===== config.mk =====
export PLATFORM = sky130hd
export DESIGN_NAME = vadd_stream_ctrl_flat
export DESIGN_NICKNAME = d
export VERILOG_FILES = /design/src/rtl/vadd_stream_ctrl_if.sv /design/src/rtl/vadd_stream_ctrl.sv /design/src/flat_wrapper.sv
export SDC_FILE = /design/constraint.sdc
export NUM_CORES = 1
export LEC_CHECK = 0
export CORE_ASPECT_RATIO = 1.1
export CORE_MARGIN = 3
export CORE_UTILIZATION = 44
export CTS_CLUSTER_DIAMETER = 150
export DETAILED_ROUTE_END_ITERATION = 12
export PLACE_DENSITY = 0.78
export SLEW_MARGIN = 30
export SYNTH_ARGS = -nofsm -noshare
export SYNTH_HDL_FRONTEND = slang
export SYNTH_SLANG_ARGS = --single-unit

===== constraint.sdc =====
create_clock -name clock -period 4.8 [get_ports clock]
set_input_delay 1.44 -clock clock [delete_from_list [all_inputs] [get_ports clock]]
set_output_delay 1.44 -clock clock [all_outputs]
set_load 0.05 [all_outputs]

===== src/rtl/vadd_stream_ctrl_if.sv =====
// Signal bundle around the 4-lane vector-add stream controller.
// It covers the upstream operand handshake, the add-stage operand/CE/result
// lanes, and the downstream result handshake with the FIFO occupancy.
interface vadd_stream_ctrl_if #(
    parameter int WIDTH = 8,
    parameter int DEPTH = 4
);
    localparam int CW = $clog2(DEPTH) + 1;

    logic             in_valid;
    logic             in_ready;
    logic [WIDTH-1:0] in_a_0, in_a_1, in_a_2, in_a_3;
    logic [WIDTH-1:0] in_b_0, in_b_1, in_b_2, in_b_3;
    logic [WIDTH-1:0] add_a_0, add_a_1, add_a_2, add_a_3;
    logic [WIDTH-1:0] add_b_0, add_b_1, add_b_2, add_b_3;
    logic             add_en;
    logic [WIDTH-1:0] add_y_0, add_y_1, add_y_2, add_y_3;
    logic             out_valid;
    logic             out_ready;
    logic [WIDTH-1:0] out_y_0, out_y_1, out_y_2, out_y_3;
    logic [CW-1:0]    count;

    // Controller side.
    modport master (
        input  in_valid, in_a_0, in_a_1, in_a_2, in_a_3,
               in_b_0, in_b_1, in_b_2, in_b_3,
               add_y_0, add_y_1, add_y_2, add_y_3, out_ready,
        output in_ready, add_a_0, add_a_1, add_a_2, add_a_3,
               add_b_0, add_b_1, add_b_2, add_b_3, add_en,
               out_valid, out_y_0, out_y_1, out_y_2, out_y_3, count
    );

    // Producer / add stage / consumer side.
    modport slave (
        output in_valid, in_a_0, in_a_1, in_a_2, in_a_3,
               in_b_0, in_b_1, in_b_2, in_b_3,
               add_y_0, add_y_1, add_y_2, add_y_3, out_ready,
        input  in_ready, add_a_0, add_a_1, add_a_2, add_a_3,
               add_b_0, add_b_1, add_b_2, add_b_3, add_en,
               out_valid, out_y_0, out_y_1, out_y_2, out_y_3, count
    );
endinterface


===== src/rtl/vadd_stream_ctrl.sv =====
// Valid/ready wrapper around a LAT-deep 4-lane vector-add stage.
// vld[k] marks add-stage rank k as holding a real vector. The add stage is
// frozen through its CE (add_en) only when a real result sits in P and the
// result FIFO cannot take it this cycle. Results are buffered in a small
// circular FIFO so that the consumer can stall without losing data.
module vadd_stream_ctrl #(
    parameter int WIDTH = 8,
    parameter int LAT   = 2,
    parameter int DEPTH = 4
) (
    input  logic               clock,
    input  logic               reset,
    vadd_stream_ctrl_if.master bus
);
    localparam int AW = $clog2(DEPTH);
    localparam int CW = AW + 1;
    localparam int VW = 4 * WIDTH;
    localparam logic [CW-1:0] FULL_COUNT = CW'(DEPTH);

    logic [LAT:1]  vld;
    logic [VW-1:0] mem [DEPTH];
    logic [AW-1:0] wr_ptr;
    logic [AW-1:0] rd_ptr;
    logic [CW-1:0] occ;
    logic [CW-1:0] occ_next;
    logic          head_valid;
    logic          full;
    logic          pop;
    logic          room;
    logic          add_en;
    logic          push;
    logic [VW-1:0] p_vec;
    logic [VW-1:0] head;

    // Operands pass straight through to the add stage; the controller never touches data.
    assign bus.add_a_0 = bus.in_a_0;
    assign bus.add_a_1 = bus.in_a_1;
    assign bus.add_a_2 = bus.in_a_2;
    assign bus.add_a_3 = bus.in_a_3;
    assign bus.add_b_0 = bus.in_b_0;
    assign bus.add_b_1 = bus.in_b_1;
    assign bus.add_b_2 = bus.in_b_2;
    assign bus.add_b_3 = bus.in_b_3;

    assign p_vec = {bus.add_y_3, bus.add_y_2, bus.add_y_1, bus.add_y_0};
    assign head  = mem[rd_ptr];

    assign bus.add_en    = add_en;
    assign bus.in_ready  = add_en;
    assign bus.out_valid = head_valid;
    assign bus.count     = occ;
    assign bus.out_y_0   = head[0*WIDTH +: WIDTH];
    assign bus.out_y_1   = head[1*WIDTH +: WIDTH];
    assign bus.out_y_2   = head[2*WIDTH +: WIDTH];
    assign bus.out_y_3   = head[3*WIDTH +: WIDTH];

    // Handshake decode: pipeline advances unless a real P value has nowhere to go.
    // out_ready reaches add_en/in_ready combinationally so a full FIFO keeps streaming.
    always_comb begin
        full   = (occ == FULL_COUNT);
        pop    = head_valid && bus.out_ready;
        room   = !full || pop;
        add_en = !vld[LAT] || room;
        push   = add_en && vld[LAT];
        case ({push, pop})
            2'b10:   occ_next = occ + CW'(1);
            2'b01:   occ_next = occ - CW'(1);
            default: occ_next = occ;
        endcase
    end

    // Slot tracking: shift the real-data markers on every CE edge, bubbles included.
    always_ff @(posedge clock or posedge reset) begin
        if (reset) begin
            vld <= {LAT{1'b0}};
        end else if (add_en) begin
            for (int k = LAT; k >= 2; k--) begin
                vld[k] <= vld[k-1];
            end
            vld[1] <= bus.in_valid;
        end
    end

    // Result FIFO storage and write pointer: capture P whenever a real vector leaves the stage.
    always_ff @(posedge clock or posedge reset) begin
        if (reset) begin
            for (int i = 0; i < DEPTH; i++) begin
                mem[i] <= {VW{1'b0}};
            end
            wr_ptr <= {AW{1'b0}};
        end else if (push) begin
            mem[wr_ptr] <= p_vec;
            wr_ptr      <= wr_ptr + AW'(1);
        end
    end

    // Read pointer, occupancy and registered not-empty flag.
    always_ff @(posedge clock or posedge reset) begin
        if (reset) begin
            rd_ptr     <= {AW{1'b0}};
            occ        <= {CW{1'b0}};
            head_valid <= 1'b0;
        end else begin
            if (pop) begin
                rd_ptr <= rd_ptr + AW'(1);
            end
            occ        <= occ_next;
            head_valid <= (occ_next != {CW{1'b0}});
        end
    end
endmodule


===== src/flat_wrapper.sv =====
// flat-port wrapper written by rule: the top's interface ports become plain ports
module vadd_stream_ctrl_flat 
#(
    parameter int WIDTH = 8,
    parameter int LAT   = 2,
    parameter int DEPTH = 4
)
  (clock, reset, bus_in_valid, bus_in_a_0, bus_in_a_1, bus_in_a_2, bus_in_a_3, bus_in_b_0, bus_in_b_1, bus_in_b_2, bus_in_b_3, bus_add_y_0, bus_add_y_1, bus_add_y_2, bus_add_y_3, bus_out_ready, bus_in_ready, bus_add_a_0, bus_add_a_1, bus_add_a_2, bus_add_a_3, bus_add_b_0, bus_add_b_1, bus_add_b_2, bus_add_b_3, bus_add_en, bus_out_valid, bus_out_y_0, bus_out_y_1, bus_out_y_2, bus_out_y_3, bus_count);
  vadd_stream_ctrl_if #(.WIDTH(WIDTH), .DEPTH(DEPTH)) bus_i ();
  input  logic clock;
  input  logic reset;
  input wire logic [$bits(bus_i.in_valid)-1:0] bus_in_valid;
  input wire logic [$bits(bus_i.in_a_0)-1:0] bus_in_a_0;
  input wire logic [$bits(bus_i.in_a_1)-1:0] bus_in_a_1;
  input wire logic [$bits(bus_i.in_a_2)-1:0] bus_in_a_2;
  input wire logic [$bits(bus_i.in_a_3)-1:0] bus_in_a_3;
  input wire logic [$bits(bus_i.in_b_0)-1:0] bus_in_b_0;
  input wire logic [$bits(bus_i.in_b_1)-1:0] bus_in_b_1;
  input wire logic [$bits(bus_i.in_b_2)-1:0] bus_in_b_2;
  input wire logic [$bits(bus_i.in_b_3)-1:0] bus_in_b_3;
  input wire logic [$bits(bus_i.add_y_0)-1:0] bus_add_y_0;
  input wire logic [$bits(bus_i.add_y_1)-1:0] bus_add_y_1;
  input wire logic [$bits(bus_i.add_y_2)-1:0] bus_add_y_2;
  input wire logic [$bits(bus_i.add_y_3)-1:0] bus_add_y_3;
  input wire logic [$bits(bus_i.out_ready)-1:0] bus_out_ready;
  output wire logic [$bits(bus_i.in_ready)-1:0] bus_in_ready;
  output wire logic [$bits(bus_i.add_a_0)-1:0] bus_add_a_0;
  output wire logic [$bits(bus_i.add_a_1)-1:0] bus_add_a_1;
  output wire logic [$bits(bus_i.add_a_2)-1:0] bus_add_a_2;
  output wire logic [$bits(bus_i.add_a_3)-1:0] bus_add_a_3;
  output wire logic [$bits(bus_i.add_b_0)-1:0] bus_add_b_0;
  output wire logic [$bits(bus_i.add_b_1)-1:0] bus_add_b_1;
  output wire logic [$bits(bus_i.add_b_2)-1:0] bus_add_b_2;
  output wire logic [$bits(bus_i.add_b_3)-1:0] bus_add_b_3;
  output wire logic [$bits(bus_i.add_en)-1:0] bus_add_en;
  output wire logic [$bits(bus_i.out_valid)-1:0] bus_out_valid;
  output wire logic [$bits(bus_i.out_y_0)-1:0] bus_out_y_0;
  output wire logic [$bits(bus_i.out_y_1)-1:0] bus_out_y_1;
  output wire logic [$bits(bus_i.out_y_2)-1:0] bus_out_y_2;
  output wire logic [$bits(bus_i.out_y_3)-1:0] bus_out_y_3;
  output wire logic [$bits(bus_i.count)-1:0] bus_count;
  assign bus_i.in_valid = bus_in_valid;
  assign bus_i.in_a_0 = bus_in_a_0;
  assign bus_i.in_a_1 = bus_in_a_1;
  assign bus_i.in_a_2 = bus_in_a_2;
  assign bus_i.in_a_3 = bus_in_a_3;
  assign bus_i.in_b_0 = bus_in_b_0;
  assign bus_i.in_b_1 = bus_in_b_1;
  assign bus_i.in_b_2 = bus_in_b_2;
  assign bus_i.in_b_3 = bus_in_b_3;
  assign bus_i.add_y_0 = bus_add_y_0;
  assign bus_i.add_y_1 = bus_add_y_1;
  assign bus_i.add_y_2 = bus_add_y_2;
  assign bus_i.add_y_3 = bus_add_y_3;
  assign bus_i.out_ready = bus_out_ready;
  assign bus_in_ready = bus_i.in_ready;
  assign bus_add_a_0 = bus_i.add_a_0;
  assign bus_add_a_1 = bus_i.add_a_1;
  assign bus_add_a_2 = bus_i.add_a_2;
  assign bus_add_a_3 = bus_i.add_a_3;
  assign bus_add_b_0 = bus_i.add_b_0;
  assign bus_add_b_1 = bus_i.add_b_1;
  assign bus_add_b_2 = bus_i.add_b_2;
  assign bus_add_b_3 = bus_i.add_b_3;
  assign bus_add_en = bus_i.add_en;
  assign bus_out_valid = bus_i.out_valid;
  assign bus_out_y_0 = bus_i.out_y_0;
  assign bus_out_y_1 = bus_i.out_y_1;
  assign bus_out_y_2 = bus_i.out_y_2;
  assign bus_out_y_3 = bus_i.out_y_3;
  assign bus_count = bus_i.count;
  vadd_stream_ctrl #(.WIDTH(WIDTH), .LAT(LAT), .DEPTH(DEPTH)) u_core (.clock(clock), .reset(reset), .bus(bus_i));
endmodule

Yosys cells after proc, flatten, opt, wreduce, memory -nomap -nowiden --
Index checks and enable logic that the tools add are counted. W data, S select, Z words.
Storage, ports and cells: bits in registers 138, bits in latches 0, RAM bits 0, ROM bits 0, output and inout bits 102, logic and storage cells 36, memories 0
Cells by class: add/subtract/negate cells 4, multipliers 0, div/mod/pow operators 0, order comparisons 3, equality and inequality tests 3, shifts and indexed selects 0, multiplexer cells 7, bitwise operators 2, reductions and logical operators 8
Operators by type and width (number):
- $bwmux W128 | 1
- $mux W32 | 3
- $bmux W32 S2 | 1
- $demux W32 S2 | 1
- $ge A3 B3 Y1 const B | 2
- $not A2 Y3 | 2
- $pmux W3 S2 | 1
- $add A2 B1 Y2 const B | 2
- $add A3 B1 Y3 const B | 1
- $eq A3 B3 Y1 const B | 1
- $logic_and A1 B1 Y1 | 3
- $lt A3 B1 Y1 const B | 1
- $reduce_bool A3 Y1 | 1
- $sub A3 B1 Y3 const B | 1
- $eq A2 B1 Y1 const B | 1
- $eq A2 B2 Y1 const B | 1
- $logic_not A1 Y1 | 2
- $logic_or A1 B1 Y1 | 2

Logic depth before layout (Yosys ltp) --
Gate-level depths: netlist of run 1.
word-level depth 8, gate-level depth with buffers 7, depth with buffers taken out 7

Worst setup path before layout of run 1 --
No wires, ideal clock.
kind input to output, start point input port bus_out_ready, end point output port bus_in_ready, data arrival time 2.646 ns, path slack 0.714 ns, stages 3, cells stage by stage a21boi_4 -> nand3_1 -> buf_4
Between the ends: word-level cells in the longest chain between the ends 3
Ends and longest elaborated chain:
- start, declared | RTL line flat_wrapper.sv:25 | input wire logic [$bits(bus_i.out_ready)-1:0] bus_out_ready;
- $logic_and A1 B1 Y1 | RTL line vadd_stream_ctrl.sv:61 | pop = head_valid && bus.out_ready;
- $logic_or A1 B1 Y1 | RTL line vadd_stream_ctrl.sv:62 | room = !full || pop;
- $logic_or A1 B1 Y1 | RTL line vadd_stream_ctrl.sv:63 | add_en = !vld[LAT] || room;
- end, declared | RTL line flat_wrapper.sv:26 | output wire logic [$bits(bus_i.in_ready)-1:0] bus_in_ready;
No other way between the ends.

Worst setup path in the final report of run 1 --
start point input port bus_out_ready, end point output port bus_add_en
Between the ends: word-level cells in the longest chain between the ends 3
Ends and longest elaborated chain:
- $logic_and A1 B1 Y1 | RTL line vadd_stream_ctrl.sv:61
- $logic_or A1 B1 Y1 | RTL line vadd_stream_ctrl.sv:62
- $logic_or A1 B1 Y1 | RTL line vadd_stream_ctrl.sv:63
- end, declared | RTL line flat_wrapper.sv:35 | output wire logic [$bits(bus_i.add_en)-1:0] bus_add_en;
No other way between the ends.

==> flow_summary_export.csv, run 1 <==
group,metric,value,unit
worst_setup_path,r2r_setup_slack,2.53,ns
sta,slew_viol_final,0,
floorplan,initial_utilization,44.99,%
sta,relSlewSlack,53.52,%
clock_tree,cts_max_path_buffers,2,
synth,avgSynthCellArea,16.86,um^2
floorplan,die_area,17650,um^2
clock_tree,cts_tree,"yes",
place,portBuffers,73,
place,gp_congestion,0.7241,
route,drtAntennaViolNets,0,
clock_tree,cts_root_buffer,"clkbuf_16",
worst_setup_path,required,3.36,ns
floorplan,core,15740,um^2
clock_tree,cts-htree-levels,4,
sta,tightest_slew,0.6971,ns
floorplan,rows,48,
clock_tree,clock_latency,0.41,ns
final_layout,multi_input_area,2942,um^2
sta,max_freq,238.3,MHz
worst_setup_path,endpoint_kind,"output port",
clock_tree,post_cts_buffers,0,
route,drtPass1Iterations,4,
worst_setup_path,r2r-end,"u_core.bus.out_valid",
place,dp_worst_setup_slack,0.5866,ns
sta,setup_slack,0.6033,ns
sta,period_needed,4.197,ns
global_routing,grt.busiest_layer,"met2",
min_path,worst_hold_path.num_cells,1,
global_routing,overflow,0,
synth,syn-num-nets,526,
synth,synthCells,420,
worst_setup_path,worstPathArrival,2.76,ns
global_routing,grtUsageMet1,20.97,%
route,viasPerCell,5.294,
synth,synth_warnings,0,
final_layout,drive_gt1_share,48.45,%
worst_setup_path,r2r_cells,7,
synth,synth-seq-cells,138,
outcome,status,"finished, final reports clean",
worst_setup_path,start_kind,"primary input",
min_path,hold_start,"u_core.vld[1]",
sta,finalHoldViolCount,0,
synth,synth.yosys.seq_area_share,48.78,%
route,routed_wl,13530,um
clock_tree,clk_pin_slew,0.06,ns
flow_run,drv_cap,0,
floorplan,chipWidth,126.9,um
global_routing,grt_max_degree,54,
sta,period_share,87.43,%
worst_setup_path,critPathMaxFanout,6,
clock_tree,ctsHoldBuffers,0,
clock_tree,cts_num_sinks,138,
clock_tree,cts_buffers,17,
global_routing,grt.total_usage,16.39,%
global_routing,grt_pass1_vias,3991,
global_routing,grt_pass1_wl,22430,um
route,wl_per_cell,20.75,um
global_routing,antenna_found_initial,0,
route,num_vias,3452,
sta,tns,0,ns
power_and_ir_drop,p_leak,3.489,nW
floorplan,io_pins,202,
place,place_hpwl,8298,um
min_path,min_to,"u_core.vld[2]",
sta,fin_skew,0.007034,ns
clock_tree,ctsResizeCount,0,
floorplan,fp.dieH,139.0,um
sta,grt_setup_unrepaired,"no",
worst_setup_path,reg2reg_from,"u_core.bus.count[0]",
route,drtIter0Drc,121,
global_routing,met2_usage,26.03,%
final_layout,diodes,0,
final_layout,seq_area,3456,um^2
place,placed_cells_incl_taps,620,
final_layout,area_growth,15.16,%
sta,finalSetupViolCount,0,
final_layout,final_nets,545,
final_layout,instances_no_fill,652,
min_path,hold_class,"reg2reg",
synth,synth_cell_types,24,
global_routing,grt_use_met3,5.431,%
worst_setup_path,critPathKind,"in2out",
power_and_ir_drop,irDropWorstVdd,0.4243,mV
route,drc,0,
power_and_ir_drop,powerDensity,921.7,nW/um^2
synth,syn-cell-area,7079,um^2
final_layout,fillerInstances,1261,
## synthesized netlist by cell type
cell        n  area share [%]
o211ai_1    1            0.11
nor2_4      1            0.16
nand3_1     1           0.071
and2_1      1           0.088
xor2_1      1            0.12
a21bo_2     1            0.14
o21ai_0     2            0.14
buf_2       4            0.28
buf_4      69             7.3
nor2_1      1           0.053
mux2_2     11             1.7
buf_6      12             1.9
a21oi_4     4            0.92
a21boi_4    1            0.27
nand2_1     5            0.27
mux4_2     32              10
ha_1        5            0.88
xnor2_1     4            0.49
fa_1        1            0.28
mux2_4    120              25
nand2b_1    1           0.088
inv_1       3            0.16
or2_2       1           0.088
dfrtp_1   138              49
## flip-flops by register name (all words and copies together) (netlist names)
signal and count:
u_core.mem 128, u_core.rd_ptr 2, u_core.bus.count 3, u_core.wr_ptr 2, u_core.vld 2, u_core.bus.out_valid 1
## kinds of logic after synthesis
logic type | count (synthesis) | synth area share, %
muxes | 163 | 37.38
xor gates and xnor gates | 5 | 0.6186
DFF | 138 | 48.78
adders and majority gates | 6 | 1.167
and+or+nand+nor | 11 | 0.8131
buffers and inverters | 88 | 9.668
AOI/OAI and AO/OA | 9 | 1.573
## routing by layer
metal / up-vias / wire, um
met5: - / 0
met4: 0 / 231
met3: 20 / 682
li1: 1475 / -
met1: 1854 / 5817
met2: 103 / 6794
## worst max-delay path: stages
cell and delay (ns):
clkdlybuf4s50_1 0.47, a21boi_4 0.35, nand3_1 0.24, buf_4 0.25
## final cells by class
type / instances / area share, %
Tap cell: 200 / 3.069
Multi-Input combinational cell: 194 / 36.08
Clock inverter: 11 / 2.348
Clock buffer: 21 / 5.770
Timing Repair Buffer: 85 / 10.16
Sequential cell: 138 / 42.39
Inverter: 3 / 0.1842
## report_power, final
group	switching [W]	total [W]	internal, W	leakage [nW]
logic	0.00190	0.00387	0.00197	1.57
clock network	0.000492	0.00145	0.000962	0.315
registers	0.000418	0.00219	0.00177	1.60
## metrics by stage
stage | hold slack, ns | util, % | cell area (um^2) | total power [W]
global route | 0.5055 | 51.81 | 8153 | 0.007873
finish | 0.4823 | 51.81 | 8153 | 0.007515
floorplan | 0.4305 | - | 7083 | 0.005273
global placement | 0.4401 | 47.61 | 7491 | 0.005978
CTS | 0.4913 | 51.81 | 8153 | 0.007603
detailed placement | 0.4812 | 47.61 | 7491 | 0.006096
## how the worst max path moves through the flow
| stage | start | end | slack [ns] | depth (start not counted) |
|---|---|---|---|---|
| 3_5_place_dp | bus_out_ready | bus_add_en | 0.59 | 4 |
| 6_report | bus_out_ready | bus_add_en | 0.60 | 4 |
| 3_3_place_gp | bus_out_ready | bus_add_en | 0.62 | 4 |
| 5_1_grt | bus_out_ready | bus_add_en | 0.52 | 4 |
| 2_1_floorplan | bus_out_ready | bus_in_ready | 0.71 | 3 |
| 4_1_cts | bus_out_ready | bus_add_en | 0.58 | 4 |
## cell usage in the layout, fill, tap and decap left out, types with 2 or more instances in the layout
cell type	count
a21oi_4	4
buf_4	13
bufinv_16	5
clkbuf_16	17
clkbuf_8	3
clkdlybuf4s50_1	71
clkinv_2	2
clkinvlp_4	4
dfrtp_1	136
dfrtp_2	2
ha_1	5
inv_1	2
mux2_2	11
mux2_4	120
mux4_2	32
nand2_1	5
o21ai_0	2
xnor2_1	4
No activity file was read; power rests on OpenSTA's default activity.
==> inputs of run 2 (changes only) <==
==> constraint.sdc (replaced) <==
create_clock -name clock -period 3.5 [get_ports clock]
set_input_delay 1.05 -clock clock [delete_from_list [all_inputs] [get_ports clock]]
set_output_delay 1.05 -clock clock [all_outputs]
set_load 0.05 [all_outputs]
==> run 2 against run 1 <==
- power grew 34%
- first-iteration DRC count grew 60%
- largest power group unchanged
- largest cell class unchanged
- register-to-register slack got worse by 1.2 ns
==> flow_summary_export.csv, run 2 (synthesized netlist as in run 1, its figures left out) <==
group,metric,value,unit
global_routing,grt_max_degree,72,
route,drtPass1Iterations,4,
final_layout,design_area,8145,um^2
sta,relSlewSlack,65.54,%
route,routed_wl,13420,um
sta,holdWs,0.4633,ns
worst_setup_path,required,2.45,ns
floorplan,rows,48,
floorplan,chipWidth,126.9,um
worst_setup_path,critPathMaxFanout,15,
min_path,hold_class,"reg2reg",
route,drtIter0Drc,194,
clock_tree,cts_max_path_buffers,2,
clock_tree,clock_latency,0.42,ns
place,gp_congestion,0.6855,
place,place_hpwl,8357,um
floorplan,core,15740,um^2
clock_tree,cts_tree,"yes",
worst_setup_path,critPathMaxStageDelay,0.72,ns
global_routing,grt.total_usage,16.24,%
worst_setup_path,worstPathArrival,2.37,ns
power_and_ir_drop,irDropWorstVdd,0.6405,mV
global_routing,overflow,0,
clock_tree,cts-htree-levels,4,
outcome,status,"finished, final reports clean",
clock_tree,cts_root_buffer,"clkbuf_16",
place,portBuffers,73,
worst_setup_path,critPathBufInv,2,
route,drc,0,
final_layout,multi_input_area,2942,um^2
global_routing,grt_pass1_wl,22360,um
sta,grt_setup_unrepaired,"no",
power_and_ir_drop,powerDensity,1237,nW/um^2
worst_setup_path,cp_cell_sequence,"buf_12, mux4_2, clkdlybuf4s50_1",
final_layout,final_nets,548,
clock_tree,ctsHoldBuffers,0,
sta,finalHoldViolCount,0,
sta,slew_viol_final,0,
place,place_area,7526,um^2
clock_tree,clk_pin_slew,0.05,ns
final_layout,most-common-layout-cells,"136 x dfrtp_1, 120 x mux2_4, 55 x clkdlybuf4s50_1",
power_and_ir_drop,power,0.01007,W
floorplan,initial_utilization,44.99,%
route,num_vias,3431,
sta,period_needed,3.417,ns
final_layout,largest_reg_flops,128,
route,drtAntennaViolNets,0,
clock_tree,post_cts_buffers,0,
worst_setup_path,start_kind,"flop",
final_layout,final_common_cell,"dfrtp_1",
route,wl_per_cell,20.48,um
sta,finalSetupViolCount,0,
final_layout,seq_area,3456,um^2
sta,max_freq,292.6,MHz
final_layout,drive_gt1_share,49.67,%
flow_run,drv_cap,0,
clock_tree,ctsResizeCount,0,
floorplan,fp.dieH,139.0,um
final_layout,fillerInstances,1282,
global_routing,antenna_found_initial,0,
worst_setup_path,critical-path-top-delay-family,"buffers and inverters",
sta,period_share,97.64,%
worst_setup_path,critPathKind,"reg2out",
power_and_ir_drop,p_leak,3.595,nW
final_layout,largest-register,"u_core.mem",
sta,fin_skew,0.007463,ns
floorplan,io_pins,202,
final_layout,area_growth,15.06,%
worst_setup_path,endpoint_kind,"output port",
final_layout,diodes,0,
sta,tns,0,ns
route,viasPerCell,5.238,
clock_tree,cts_buffers,17,
clock_tree,cts_num_sinks,138,
floorplan,die_area,17650,um^2
global_routing,grt_pass1_vias,3968,
worst_setup_path,slowest_stage,"clkdlybuf4s50_1",
sta,tightest_slew,0.5161,ns
==> run 2: layer usage <==
metal	wire length (um)	global-route usage [%]
met2	6504	25.20
met1	5913	20.82
met3	745	6.086
met4	252	6.098
met5	0	0
==> run 2: cell type report <==
cell class                      instances  share of cell area, %
Clock inverter                         10                  1.444
Inverter                                3                 0.1843
Tap cell                              200                  3.072
Timing Repair Buffer                   88                  10.94
Sequential cell                       138                  42.43
Multi-Input combinational cell        194                  36.11
Clock buffer                           22                  5.822
==> run 2: stage by stage <==
step           std cells  utilization (%)  worst slack, ns
2_1_floorplan        420                -           0.1944
3_3_place_gp         623            47.83           0.3182
3_5_place_dp         623            47.83           0.2922
4_1_cts              655            51.59          0.01922
5_1_grt              655            51.77         0.002172
6_report             655            51.77          0.08265
==> run 2: report_power, final <==
part           switching (W)  total [W]  internal (W)
Sequential          0.000499    0.00293       0.00243
Clock               0.000664    0.00177       0.00111
Combinational        0.00269    0.00538       0.00269
Total                0.00385     0.0101       0.00622
==> run 2: worst paths after layout <==
check / slack [ns] / cells past startpoint / end / from
hold / removal: 0.46 / 1 / u_core.vld[2] / u_core.vld[1]
max in group asynchronous: 2.06 / 3 / u_core.mem[109] / reset
hold reg to reg: 0.46 / 1 / u_core.vld[2] / u_core.vld[1]
min in group asynchronous: 1.10 / 3 / u_core.wr_ptr[1] / reset
setup reg to reg: 1.28 / 7 / u_core.bus.out_valid / u_core.bus.count[0]
setup / recovery: 0.08 / 3 / bus_out_y_2[6] / u_core.rd_ptr[0]
